### src/rtl/mem_access_unit.sv
// mem_access_unit: load/store sequencer between the MEM stage and a
// word-addressed data memory. Handles LW/SW in one cycle and LDW/SDW as two
// beats (stalling upstream for the second), and turns out-of-range or
// misaligned requests into a one-cycle addr_fault pulse without touching memory.
module mem_access_unit #(
  parameter int unsigned MEM_DEPTH = 1024
) (
  input  logic        clk,
  input  logic        reset,
  input  logic        req_valid,
  input  logic [1:0]  req_op,
  input  logic [31:0] req_addr,
  input  logic [31:0] req_wdata0,
  input  logic [31:0] req_wdata1,
  output logic        stall,
  output logic [31:0] mem_address,
  output logic [31:0] mem_write_data,
  output logic        mem_write,
  output logic        mem_read,
  input  logic [31:0] mem_read_data,
  output logic        resp_valid,
  output logic [31:0] resp_data0,
  output logic [31:0] resp_data1,
  output logic        addr_fault
);

  localparam int unsigned AW = 32;
  localparam int unsigned DW = 32;

  typedef enum logic {
    IDLE  = 1'b0,
    BEAT1 = 1'b1
  } state_t;

  state_t          state_q, state_d;
  logic            load_q, load_d;
  logic [AW-1:0]   addr_q, addr_d;
  logic [DW-1:0]   wdata1_q, wdata1_d;
  logic            resp_valid_q, resp_valid_d;
  logic [DW-1:0]   resp_data0_q, resp_data0_d;
  logic [DW-1:0]   resp_data1_q, resp_data1_d;
  logic            addr_fault_q, addr_fault_d;

  logic            legal_c;
  logic            accept_c;

  // Request legality: in range, and doubles must start on an even word.
  assign legal_c  = (req_addr < AW'(MEM_DEPTH)) && (!req_op[1] || !req_addr[0]);
  // A request is accepted only in IDLE and never while reset is held.
  assign accept_c = (state_q == IDLE) && req_valid && legal_c && !reset;

  // State register.
  always_ff @(posedge clk or posedge reset) begin
    if (reset) begin
      state_q <= IDLE;
    end else begin
      state_q <= state_d;
    end
  end

  // Next-state logic: a legal double-word op takes one extra beat.
  always_comb begin
    state_d = state_q;
    case (state_q)
      IDLE:    if (accept_c && req_op[1]) state_d = BEAT1;
      BEAT1:   state_d = IDLE;
      default: state_d = IDLE;
    endcase
  end

  // Memory strobes and stall, combinational from state and request.
  always_comb begin
    mem_address    = '0;
    mem_write_data = '0;
    mem_write      = 1'b0;
    mem_read       = 1'b0;
    stall          = 1'b0;
    case (state_q)
      IDLE: begin
        if (accept_c) begin
          mem_address = req_addr;
          stall       = req_op[1];
          if (req_op[0]) begin
            mem_write      = 1'b1;
            mem_write_data = req_wdata0;
          end else begin
            mem_read = 1'b1;
          end
        end
      end
      BEAT1: begin
        if (!reset) begin
          mem_address = addr_q;
          if (load_q) begin
            mem_read = 1'b1;
          end else begin
            mem_write      = 1'b1;
            mem_write_data = wdata1_q;
          end
        end
      end
      default: ;
    endcase
  end

  // Second-beat latches, response capture and fault detection.
  always_comb begin
    load_d       = load_q;
    addr_d       = addr_q;
    wdata1_d     = wdata1_q;
    resp_valid_d = 1'b0;
    resp_data0_d = resp_data0_q;
    resp_data1_d = resp_data1_q;
    addr_fault_d = 1'b0;
    case (state_q)
      IDLE: begin
        if (req_valid && !legal_c) begin
          addr_fault_d = 1'b1;
        end else if (accept_c) begin
          if (!req_op[0]) resp_data0_d = mem_read_data;
          if (req_op[1]) begin
            load_d   = !req_op[0];
            addr_d   = req_addr + AW'(1);
            wdata1_d = req_wdata1;
          end else if (!req_op[0]) begin
            resp_data1_d = '0;
            resp_valid_d = 1'b1;
          end
        end
      end
      BEAT1: begin
        if (load_q) begin
          resp_data1_d = mem_read_data;
          resp_valid_d = 1'b1;
        end
      end
      default: ;
    endcase
  end

  // Datapath registers.
  always_ff @(posedge clk or posedge reset) begin
    if (reset) begin
      load_q       <= 1'b0;
      addr_q       <= '0;
      wdata1_q     <= '0;
      resp_valid_q <= 1'b0;
      resp_data0_q <= '0;
      resp_data1_q <= '0;
      addr_fault_q <= 1'b0;
    end else begin
      load_q       <= load_d;
      addr_q       <= addr_d;
      wdata1_q     <= wdata1_d;
      resp_valid_q <= resp_valid_d;
      resp_data0_q <= resp_data0_d;
      resp_data1_q <= resp_data1_d;
      addr_fault_q <= addr_fault_d;
    end
  end

  assign resp_valid = resp_valid_q;
  assign resp_data0 = resp_data0_q;
  assign resp_data1 = resp_data1_q;
  assign addr_fault = addr_fault_q;

endmodule

### config.mk
export PLATFORM = sky130hd
export DESIGN_NAME = mem_access_unit
export DESIGN_NICKNAME = d
export VERILOG_FILES = /design/src/rtl/mem_access_unit.sv
export SDC_FILE = /design/constraint.sdc
export NUM_CORES = 1
export LEC_CHECK = 0
export ABC_AREA = 1
export CORE_MARGIN = 2
export CORE_UTILIZATION = 35
export DETAILED_ROUTE_END_ITERATION = 8
export GPL_TIMING_DRIVEN = 0
export MAX_ROUTING_LAYER = met4
export PLACE_DENSITY = 0.68
export SLEW_MARGIN = 20
export SYNTH_ARGS = -nofsm -noshare
export SYNTH_HDL_FRONTEND = slang
export SYNTH_SLANG_ARGS = --single-unit
### constraint.sdc
create_clock -name clk -period 10.63 [get_ports clk]
set_input_delay 1.5945 -clock clk [delete_from_list [all_inputs] [get_ports clk]]
set_output_delay 1.5945 -clock clk [all_outputs]
set_load 0.005 [all_outputs]
==> summary.md, run 1 <==
| Metric | Value |
|---|---|
| Die Wd | 138.1 um |
| Synthesis-to-layout area growth | 55.97% |
| Count leader, synth | nand2_1 |
| Initial antenna violation count | 0 |
| Final Util | 55.19% |
| Die Span Y | 138.1 um |
| ANT cells | 0 |
| Xor/xnor share of the synthesized area | 0.9745% |
| Fin. Hold Viols | 0 |
| Max Slew Vio Count | 0 |
| Grt ovf | 0 |
| Register Area | 3303 um^2 |
| Root buffer cell | clkbuf_16 |
| # clock sinks | 132 |
| Buffers plus inverters on the worst setup path | 4 |
| Cell family with most CP delay | buffers and inverters |
| Post-route ant nets | 0 |
| Post-synth ARST share | 100.0% |
| Clk buf depth | 2 |
| CTS H-tree depth | 4 |
| Area occupied by multi-input gates | 2435 um^2 |
| Rows | 49 |
| Hold Crit Class | register to register |
| I/O pin total | 266 |
| Synth unique cells | 25 |
| Hold Buf Count CTS | 0 |
| Post-Route WL | 19890 um |
| Fmax | 176.6 MHz |
| Synth Instances | 827 |
| Dpl cells | 1321 |
| Static Leak | 5.165 nW |
| Main combinational cell family by area after synthesis | simple AND/OR/NAND/NOR gates |
| Final weighted congestion in routability-driven placement | 0.8590 |
| Worst slack, placed | 4.954 ns |
| DRT iter0 DRCs | 358 |
| Drt pass-1 iters | 4 |
| Worst stage delay on the critical path | 0.61 ns |
| Routed WL per cell | 14.70 um |
| Postcts setup bufs | 0 |
| Syn avg cell area | 7.607 um^2 |
| Status | completed |
| Area contributors post-synth | dfrtp_1, nand2_1, nand3_1, inv_1, nor2_1 |
| Post-route setup TNS | 0 ns |
| Yosys reg bits | 132 |
| Vias | 6223 |
| Leading area contributor after synthesis | dfrtp_1 |
| CP Max Fanout | 10 |
| CTS tree | done |
| Largest net degree at the start of global routing | 105 |
| Worst Setup End Kind | primary output |
| CP arrival | 4.07 ns |
| Finished Layout Cells | 1353 |
| Nets@finish | 1245 |
| Vias per cell | 4.599 |
| Cell Area, Synth | 6291 um^2 |
| RSZ-0062 raised after global routing | no |
| Clock skew | 0.01370 ns |
| Tmin final | 5.663 ns |
| Post-Syn Nets | 961 |
| Core box area | 17780 um^2 |
| Worst rel slew slack | 51.58% |
| Clock-pin slew on the worst setup and hold paths | 0.06 ns |
| Worst Setup Slack, final | 4.967 ns |
| Max_cap viols | 0 |
| Synth Warn # | 0 |
| Starting density of the core | 35.38% |
| Synth top area share | 52.51% |
| First-pass GRT wire length | 32290 um |
| Required @ worst endpoint | 9.04 ns |
| Port Buf Inserts | 264 |
| Layout cells sized above 1 | 6.406% |
| Die area | 19060 um^2 |
| CTS resizes | 0 |
| Gr usage total | 21.69% |
| Vias in the first global route | 6038 |
| Post-synthesis sequential area ratio | 52.51% |
| Final period utilization | 53.27% |
| WS Path Type | input pin to primary output |
| Max IR drop VDD | 0.0001055 V |
| DRC | 0 |
| Worst-Skew Late Latency | 0.42 ns |
| Number of synthesized flops with an enable pin | 0 |
| Main synth FF type | dfrtp_1 |
| Mux cell area share after synthesis | 0% |
| HPWL Detailed | 14890 um |
| Worst reg2reg setup slack | 8.84 ns |
| PD cells | 116.0 nW/um^2 |
| Final setup viols | 0 |
| CP Launch Type | input pin |
| Post-Synth Simple-Gate Area | 35.64% |
| Adder-Cell Fraction of Synth Area | 0.1989% |
| Post-synth top cells | nand2_1, dfrtp_1, inv_1 |
| CP Cell Sequence | clkdlybuf4s50_1 -> nor2_4 -> inv_2 -> nor2_2 -> clkbuf_1 -> nand2_1 -> nand2_1 -> clkdlybuf4s50_1 |
| Total CTS buffers | 17 |
| Slowest-stage cell, CP | clkdlybuf4s50_1 |
| Synth Area in Compound Gates | 1.889% |
| Worst-Margin Slew | 0.7263 ns |
| Fillers | 1703 |
## worst reg2reg max path, delay by kind of cell (launching register included)
kind,cells,cell delay [ns]
buffers and inverters,4,0.60
DFF,1,0.37
AOI/OAI and AO/OA,1,0.06
and+or+nand+nor,5,0.64
## where the power goes
group / total (mW) / switching [mW] / internal (mW)
Combinational: 0.0788 / 0.0318 / 0.0470
Clock: 0.557 / 0.233 / 0.323
Sequential: 0.503 / 0.0000463 / 0.503
Total: 1.14 / 0.265 / 0.873
## flip-flops by register name, indices dropped and copies added, names as in the netlist
name	cells
wdata1_q	32
resp_data0	32
addr_q	32
load_q	1
state_q	1
resp_valid	1
resp_data1	32
addr_fault	1
## final timing paths
path                                       endpoint  depth (start not counted)             startpoint
min reg2reg                   addr_q[0]$_DFFE_PP0P_                          2  addr_q[0]$_DFFE_PP0P_
max in group asynchronous         state_q$_DFF_PP0_                          3                  reset
min                           addr_q[0]$_DFFE_PP0P_                          2  addr_q[0]$_DFFE_PP0P_
max reg2reg                      load_q$_DFFE_PP0P_                         10      state_q$_DFF_PP0_
max                               mem_write_data[1]                          8                  reset
min in group asynchronous  wdata1_q[27]$_DFFE_PP0P_                          2                  reset
## per-stage QoR
stage	area (um^2)	total power, mW	hold WS, ns
finish	9812	1.138	0.4573
detailed placement	9255	0.5914	0.4451
global route	9812	1.180	0.4748
CTS	9812	1.152	0.4611
global placement	9220	0.5895	0.4386
floorplan	6291	0.5301	0.4194
## cell families (layout without fill, tap and decap cells)
family                   count (synthesis)  count (layout)
adder cells (fa/ha/maj)                  1               1
AND/OR/NAND/NOR                        541             541
XOR/XNOR                                 7               7
flip-flops                             132             132
buffers and inverters                  123             420
AO/OA/AOI/OAI                           23              23
## layer usage
metal  share of wire, %  track usage, %
met5                  0               -
met4                2.2           6.928
met3                4.2           4.468
met2                 48           33.72
met1                 46           28.62
## area by class of cell
class	count	area share (%)
timing repair buffer	265	27.21
tap	229	2.920
buffer	49	2.793
inverter	74	2.920
sequential	132	33.66
multi-input combinational	572	24.82
clock inverter	14	1.301
clock buffer	18	4.374
## placed cells by master, fill, tap and decap left out, types with 2 or more instances in the layout
cell,instances
buf_1,3
buf_2,15
buf_4,7
buf_6,6
clkbuf_1,19
clkbuf_16,17
clkdlybuf4s50_1,264
clkinv_2,4
clkinv_4,3
clkinvlp_4,4
dfrtp_1,132
inv_1,69
inv_2,3
inv_6,3
nand2_1,369
nand3_1,68
nand4_1,33
nor2_1,63
nor2_2,3
nor2_4,2
o21ai_0,14
o21ai_1,6
o22ai_1,2
xnor2_1,2
xor2_1,5
Power figures use the tool's default switching activity.
==> inputs of run 2 (changes only) <==
--- a/config.mk
+++ b/config.mk
@@ -11,7 +11,7 @@
 export DETAILED_ROUTE_END_ITERATION = 8
 export GPL_TIMING_DRIVEN = 0
 export MAX_ROUTING_LAYER = met4
-export PLACE_DENSITY = 0.68
+export PLACE_DENSITY = 0.71
 export SLEW_MARGIN = 20
 export SYNTH_ARGS = -nofsm -noshare
 export SYNTH_HDL_FRONTEND = slang
==> constraint.sdc (replaced) <==
create_clock -name clk -period 4.6 [get_ports clk]
set_input_delay 0.69 -clock clk [delete_from_list [all_inputs] [get_ports clk]]
set_output_delay 0.69 -clock clk [all_outputs]
set_load 0.005 [all_outputs]
==> summary.md, run 2 (synthesis results as in run 1) <==
| Metric | Value |
|---|---|
| Status | completed |
| CTS resizes | 0 |
| Vias in the first global route | 6141 |
| WS Path Type | input pin to primary output |
| Vias | 6280 |
| Initial antenna violation count | 0 |
| Post-Route WL | 20260 um |
| Layout cells sized above 1 | 6.477% |
| Fillers | 1704 |
| Die Wd | 138.1 um |
| Die Span Y | 138.1 um |
| CP Launch Type | input pin |
| Worst rel slew slack | 43.92% |
| Required @ worst endpoint | 3.91 ns |
| Finished Layout Cells | 1356 |
| Clock-pin slew on the worst setup and hold paths | 0.05 ns |
| Largest net degree at the start of global routing | 33 |
| Pwr Total | 2.633 mW |
| Drt pass-1 iters | 4 |
| DRT iter0 DRCs | 309 |
| CP Max Fanout | 10 |
| Worst-Skew Late Latency | 0.42 ns |
| Clk buf depth | 2 |
| Vias per cell | 4.631 |
| Hold_ws | 0.4525 ns |
| Clock skew | 0.005361 ns |
| CP arrival | 3.34 ns |
| Most frequent cells in the layout | nand2_1, clkdlybuf4s50_1, dfrtp_1 |
| Worst stage delay on the critical path | 0.60 ns |
| Max Slew Vio Count | 0 |
| CTS tree | done |
| # clock sinks | 132 |
| Worst hold stages | 2 |
| PD cells | 267.1 nW/um^2 |
| Tmin final | 4.033 ns |
| Hold Crit Class | register to register |
| Postcts setup bufs | 0 |
| FF-to-FF path depth | 10 |
| Slowest-stage cell, CP | clkdlybuf4s50_1 |
| First-pass GRT wire length | 32400 um |
| Die area | 19060 um^2 |
| I/O pin total | 266 |
| DRC | 0 |
| Routed WL per cell | 14.94 um |
| Commonest non-fill, non-tap cell in the layout | nand2_1 |
| CP Cell Sequence | clkdlybuf4s50_1 -> nand2_1 -> nand2_1 -> nor2_1 -> nand4_4 -> inv_2 -> buf_4 -> buf_6 -> nand3_1 -> nand2_1 -> clkdlybuf4s50_1 |
| HPWL Detailed | 15490 um |
| Gr usage total | 21.97% |
| Core box area | 17780 um^2 |
| RSZ-0062 raised after global routing | no |
| Max_cap viols | 0 |
| Nets@finish | 1248 |
| Rows | 49 |
| Port Buf Inserts | 264 |
| Fin. Hold Viols | 0 |
| Total CTS buffers | 17 |
| Worst Setup End Kind | primary output |
| Final Util | 55.46% |
| Root buffer cell | clkbuf_16 |
| Final setup viols | 0 |
| Post-route ant nets | 0 |
| Synthesis-to-layout area growth | 56.74% |
| Final period utilization | 87.67% |
| ANT cells | 0 |
| CTS H-tree depth | 4 |
| Fmax | 248.0 MHz |
| Dpl cells | 1324 |
| Grt ovf | 0 |
| Hold Buf Count CTS | 0 |
| Max IR drop VDD | 0.0002511 V |
| Worst-Margin Slew | 0.8412 ns |
| Final weighted congestion in routability-driven placement | 0.8251 |
| Starting density of the core | 35.38% |
| Most common cell on crit path | nand2_1 |
| Static Leak | 5.194 nW |
run 2: cell types whose count changed in the layout (fill, tap and decap cells not counted), sizes merged:
| cell | before | now |
|---|---|---|
| buf | 32 | 35 |
| clkbuf | 36 | 41 |
| clkinvlp | 4 | 3 |
| inv | 76 | 72 |
run 2: critical path, delay by kind of cell:
family / cells / cell delay, ns
AND/OR/NAND/NOR: 6 / 1.01
buffers and inverters: 5 / 1.65
run 2: layout make-up:
class / instances / area (um^2) / share of cell area, %
multi-input combinational: 572 / 2435 / 24.69
buffer: 49 / 274.0 / 2.779
inverter: 74 / 282.8 / 2.868
tap: 229 / 286.5 / 2.906
timing repair buffer: 268 / 2723 / 27.61
clock inverter: 9 / 78.83 / 0.7994
clock buffer: 23 / 478.0 / 4.847
sequential: 132 / 3303 / 33.50
run 2: path summary, 6_finish.rpt:
check	end	slack, ns	start
min	addr_q[0]$_DFFE_PP0P_	0.45	addr_q[0]$_DFFE_PP0P_
min reg2reg	addr_q[0]$_DFFE_PP0P_	0.45	addr_q[0]$_DFFE_PP0P_
max in group asynchronous	addr_q[17]$_DFFE_PP0P_	3.01	reset
min in group asynchronous	resp_data1[30]$_DFFE_PP0P_	0.86	reset
max	mem_write_data[24]	0.57	req_op[1]
max reg2reg	load_q$_DFFE_PP0P_	2.77	state_q$_DFF_PP0_
run 2: layer usage:
layer | up-vias | track usage, % | share of wire, %
met2 | 167 | 35.02 | 49
met3 | 33 | 4.988 | 4.7
met1 | 2947 | 27.58 | 44
met4 | 0 | 7.948 | 2.4
li1 | 3133 | - | -
met5 | - | - | 0
run 2: metrics by stage:
| step | instance area (um^2) | worst slack (ns) | setup TNS [ns] |
|---|---|---|---|
| floorplan | 6295 | 0.9660 | 0 |
| global placement | 9224 | -1.225 | -39.09 |
| detailed placement | 9304 | 0.5392 | 0 |
| CTS | 9861 | 0.5396 | 0 |
| global route | 9861 | 0.4295 | 0 |
| finish | 9861 | 0.5673 | 0 |
run 2: power by group:
group	internal (mW)	switching, mW
Clock	0.782	0.502
Sequential	1.16	0.000120
Combinational	0.113	0.0746
Total	2.06	0.577
==> inputs of run 3 (changes only) <==
--- a/config.mk
+++ b/config.mk
@@ -8,10 +8,11 @@
 export ABC_AREA = 1
 export CORE_MARGIN = 2
 export CORE_UTILIZATION = 35
+export CTS_CLUSTER_SIZE = 24
 export DETAILED_ROUTE_END_ITERATION = 8
-export GPL_TIMING_DRIVEN = 0
+export GPL_TIMING_DRIVEN = 1
 export MAX_ROUTING_LAYER = met4
-export PLACE_DENSITY = 0.71
+export PLACE_DENSITY_LB_ADDON = 0.05
 export SLEW_MARGIN = 20
 export SYNTH_ARGS = -nofsm -noshare
 export SYNTH_HDL_FRONTEND = slang
==> summary.md, run 3 (synthesis results as in run 1) <==
| Metric | Value |
|---|---|
| CP Max Fanout | 39 |
| Worst rel slew slack | 36.38% |
| Total CTS buffers | 17 |
| Final setup viols | 0 |
| Drt pass-1 iters | 4 |
| Pwr Total | 2.871 mW |
| Postcts setup bufs | 0 |
| Fin. Hold Viols | 0 |
| Grt ovf | 0 |
| CTS H-tree depth | 4 |
| DR WL met3 | 1088 um |
| CTS resizes | 0 |
| Clock-pin slew on the worst setup and hold paths | 0.05 ns |
| Tmin final | 3.937 ns |
| Largest net degree at the start of global routing | 133 |
| Hold Buf Count CTS | 0 |
| HPWL Detailed | 12780 um |
| Status | completed |
| DRT iter0 DRCs | 291 |
| Most frequent cells in the layout | nand2_1, clkdlybuf4s50_1, dfrtp_1 |
| Post-Route WL | 19160 um |
| Fmax | 254.0 MHz |
| PD cells | 294.9 nW/um^2 |
| Port Buf Inserts | 265 |
| First-pass GRT wire length | 31480 um |
| Post-route ant nets | 0 |
| Final period utilization | 85.59% |
| Clock skew | 0.01305 ns |
| Nets@finish | 1207 |
| Fillers | 1712 |
| Worst Setup End Kind | primary output |
| Worst-Skew Late Latency | 0.42 ns |
| Die Span Y | 138.1 um |
| Post-route setup TNS | 0 ns |
| Routed WL per cell | 14.56 um |
| Met2 WL post-DR | 8976 um |
| Commonest non-fill, non-tap cell in the layout | nand2_1 |
| Core box area | 17780 um^2 |
| RSZ-0062 raised after global routing | no |
| Hold Crit Class | register to register |
| Die area | 19060 um^2 |
| Vias in the first global route | 5988 |
| I/O pin total | 266 |
| CTS tree | done |
| Synthesis-to-layout area growth | 54.73% |
| Rows | 49 |
| Worst-Margin Slew | 0.9520 ns |
| DRC | 0 |
| Met1 WL | 8935 um |
| Initial antenna violation count | 1 |
| Vias per cell | 4.547 |
| Max IR drop VDD | 0.0002617 V |
| Vias | 5984 |
| Top sig layer | met4 |
| Gr usage total | 21.10% |
| CP Launch Type | input pin |
| Root buffer cell | clkbuf_16 |
| Die Wd | 138.1 um |
| Starting density of the core | 35.38% |
| Static Leak | 5.122 nW |
| Max_cap viols | 0 |
| Required @ worst endpoint | 3.91 ns |
| # clock sinks | 132 |
| Final weighted congestion in routability-driven placement | 0.7735 |
| Max Slew Vio Count | 0 |
| CP arrival | 3.25 ns |
| Clk buf depth | 2 |
| WS Path Type | input pin to primary output |
| Layout cells sized above 1 | 5.064% |
-- run 3: cell types whose count changed in the layout (fill, tap and decap cells not counted), moves of 2 or more --
cell       before  now
buf_1           3    0
buf_12          4    1
buf_2          15    0
buf_4           7   10
buf_6           6    0
bufinv_16       1    5
clkbuf_1       21    1
clkinv_2        6    2
clkinv_4        1    3
-- run 3: power by group --
| group | leakage [nW] | switching [mW] | total, mW | internal (mW) |
|---|---|---|---|---|
| sequential | 1.71 | 0.0000889 | 1.16 | 1.16 |
| combinational | 3.09 | 0.0717 | 0.180 | 0.108 |
| clock | 0.324 | 0.520 | 1.53 | 1.01 |
| total | 5.12 | 0.592 | 2.87 | 2.28 |
-- run 3: final timing paths --
kind / from / to / slack (ns) / cells past startpoint
min in group asynchronous: reset / addr_q[9]$_DFFE_PP0P_ / 1.06 / 3
max in group asynchronous: reset / state_q$_DFF_PP0_ / 3.06 / 3
worst min register to register: addr_q[0]$_DFFE_PP0P_ / addr_q[0]$_DFFE_PP0P_ / 0.45 / 2
worst max-delay path: req_op[1] / mem_write_data[24] / 0.66 / 9
worst min-delay path: addr_q[0]$_DFFE_PP0P_ / addr_q[0]$_DFFE_PP0P_ / 0.45 / 2
worst max register to register: state_q$_DFF_PP0_ / load_q$_DFFE_PP0P_ / 2.01 / 8
-- run 3: worst max-delay path, stage by stage --
cell,delay [ns]
clkdlybuf4s50_1,0.53
nand2_1,0.13
nand2_1,0.05
nor2_1,0.26
nand4_4,0.25
inv_2,0.57
nand3_1,0.15
nand2_1,0.10
clkdlybuf4s50_1,0.51
-- run 3: area by class of cell --
type | count | area (um^2) | area share, %
timing repair buffer | 276 | 2748 | 28.23
sequential | 132 | 3303 | 33.93
multi-input combinational | 572 | 2444 | 25.10
antenna | 1 | 2.502 | 0.02571
clock inverter | 11 | 197.7 | 2.031
tap | 229 | 286.5 | 2.943
inverter | 74 | 282.8 | 2.905
clock buffer | 21 | 470.5 | 4.833
-- run 3: per-layer routing --
| metal | vias up | track usage [%] |
|---|---|---|
| li1 | 3047 | - |
| met2 | 155 | 33.22 |
| met5 | - | - |
| met3 | 16 | 6.062 |
| met1 | 2766 | 27.20 |
| met4 | 0 | 4.834 |
-- run 3: through the flow --
stage | instances | utilization (%) | hold slack (ns) | setup slack [ns] | area (um^2)
2_1_floorplan | 827 | - | 0.4194 | 0.9660 | 6295
3_3_place_gp | 1283 | 50.98 | 0.4367 | 0.5739 | 9064
3_5_place_dp | 1283 | 50.98 | 0.4422 | 0.5698 | 9064
4_1_cts | 1315 | 54.74 | 0.4566 | 0.5704 | 9732
5_1_grt | 1316 | 54.75 | 0.4818 | 0.4112 | 9734
6_report | 1316 | 54.75 | 0.4522 | 0.6630 | 9734
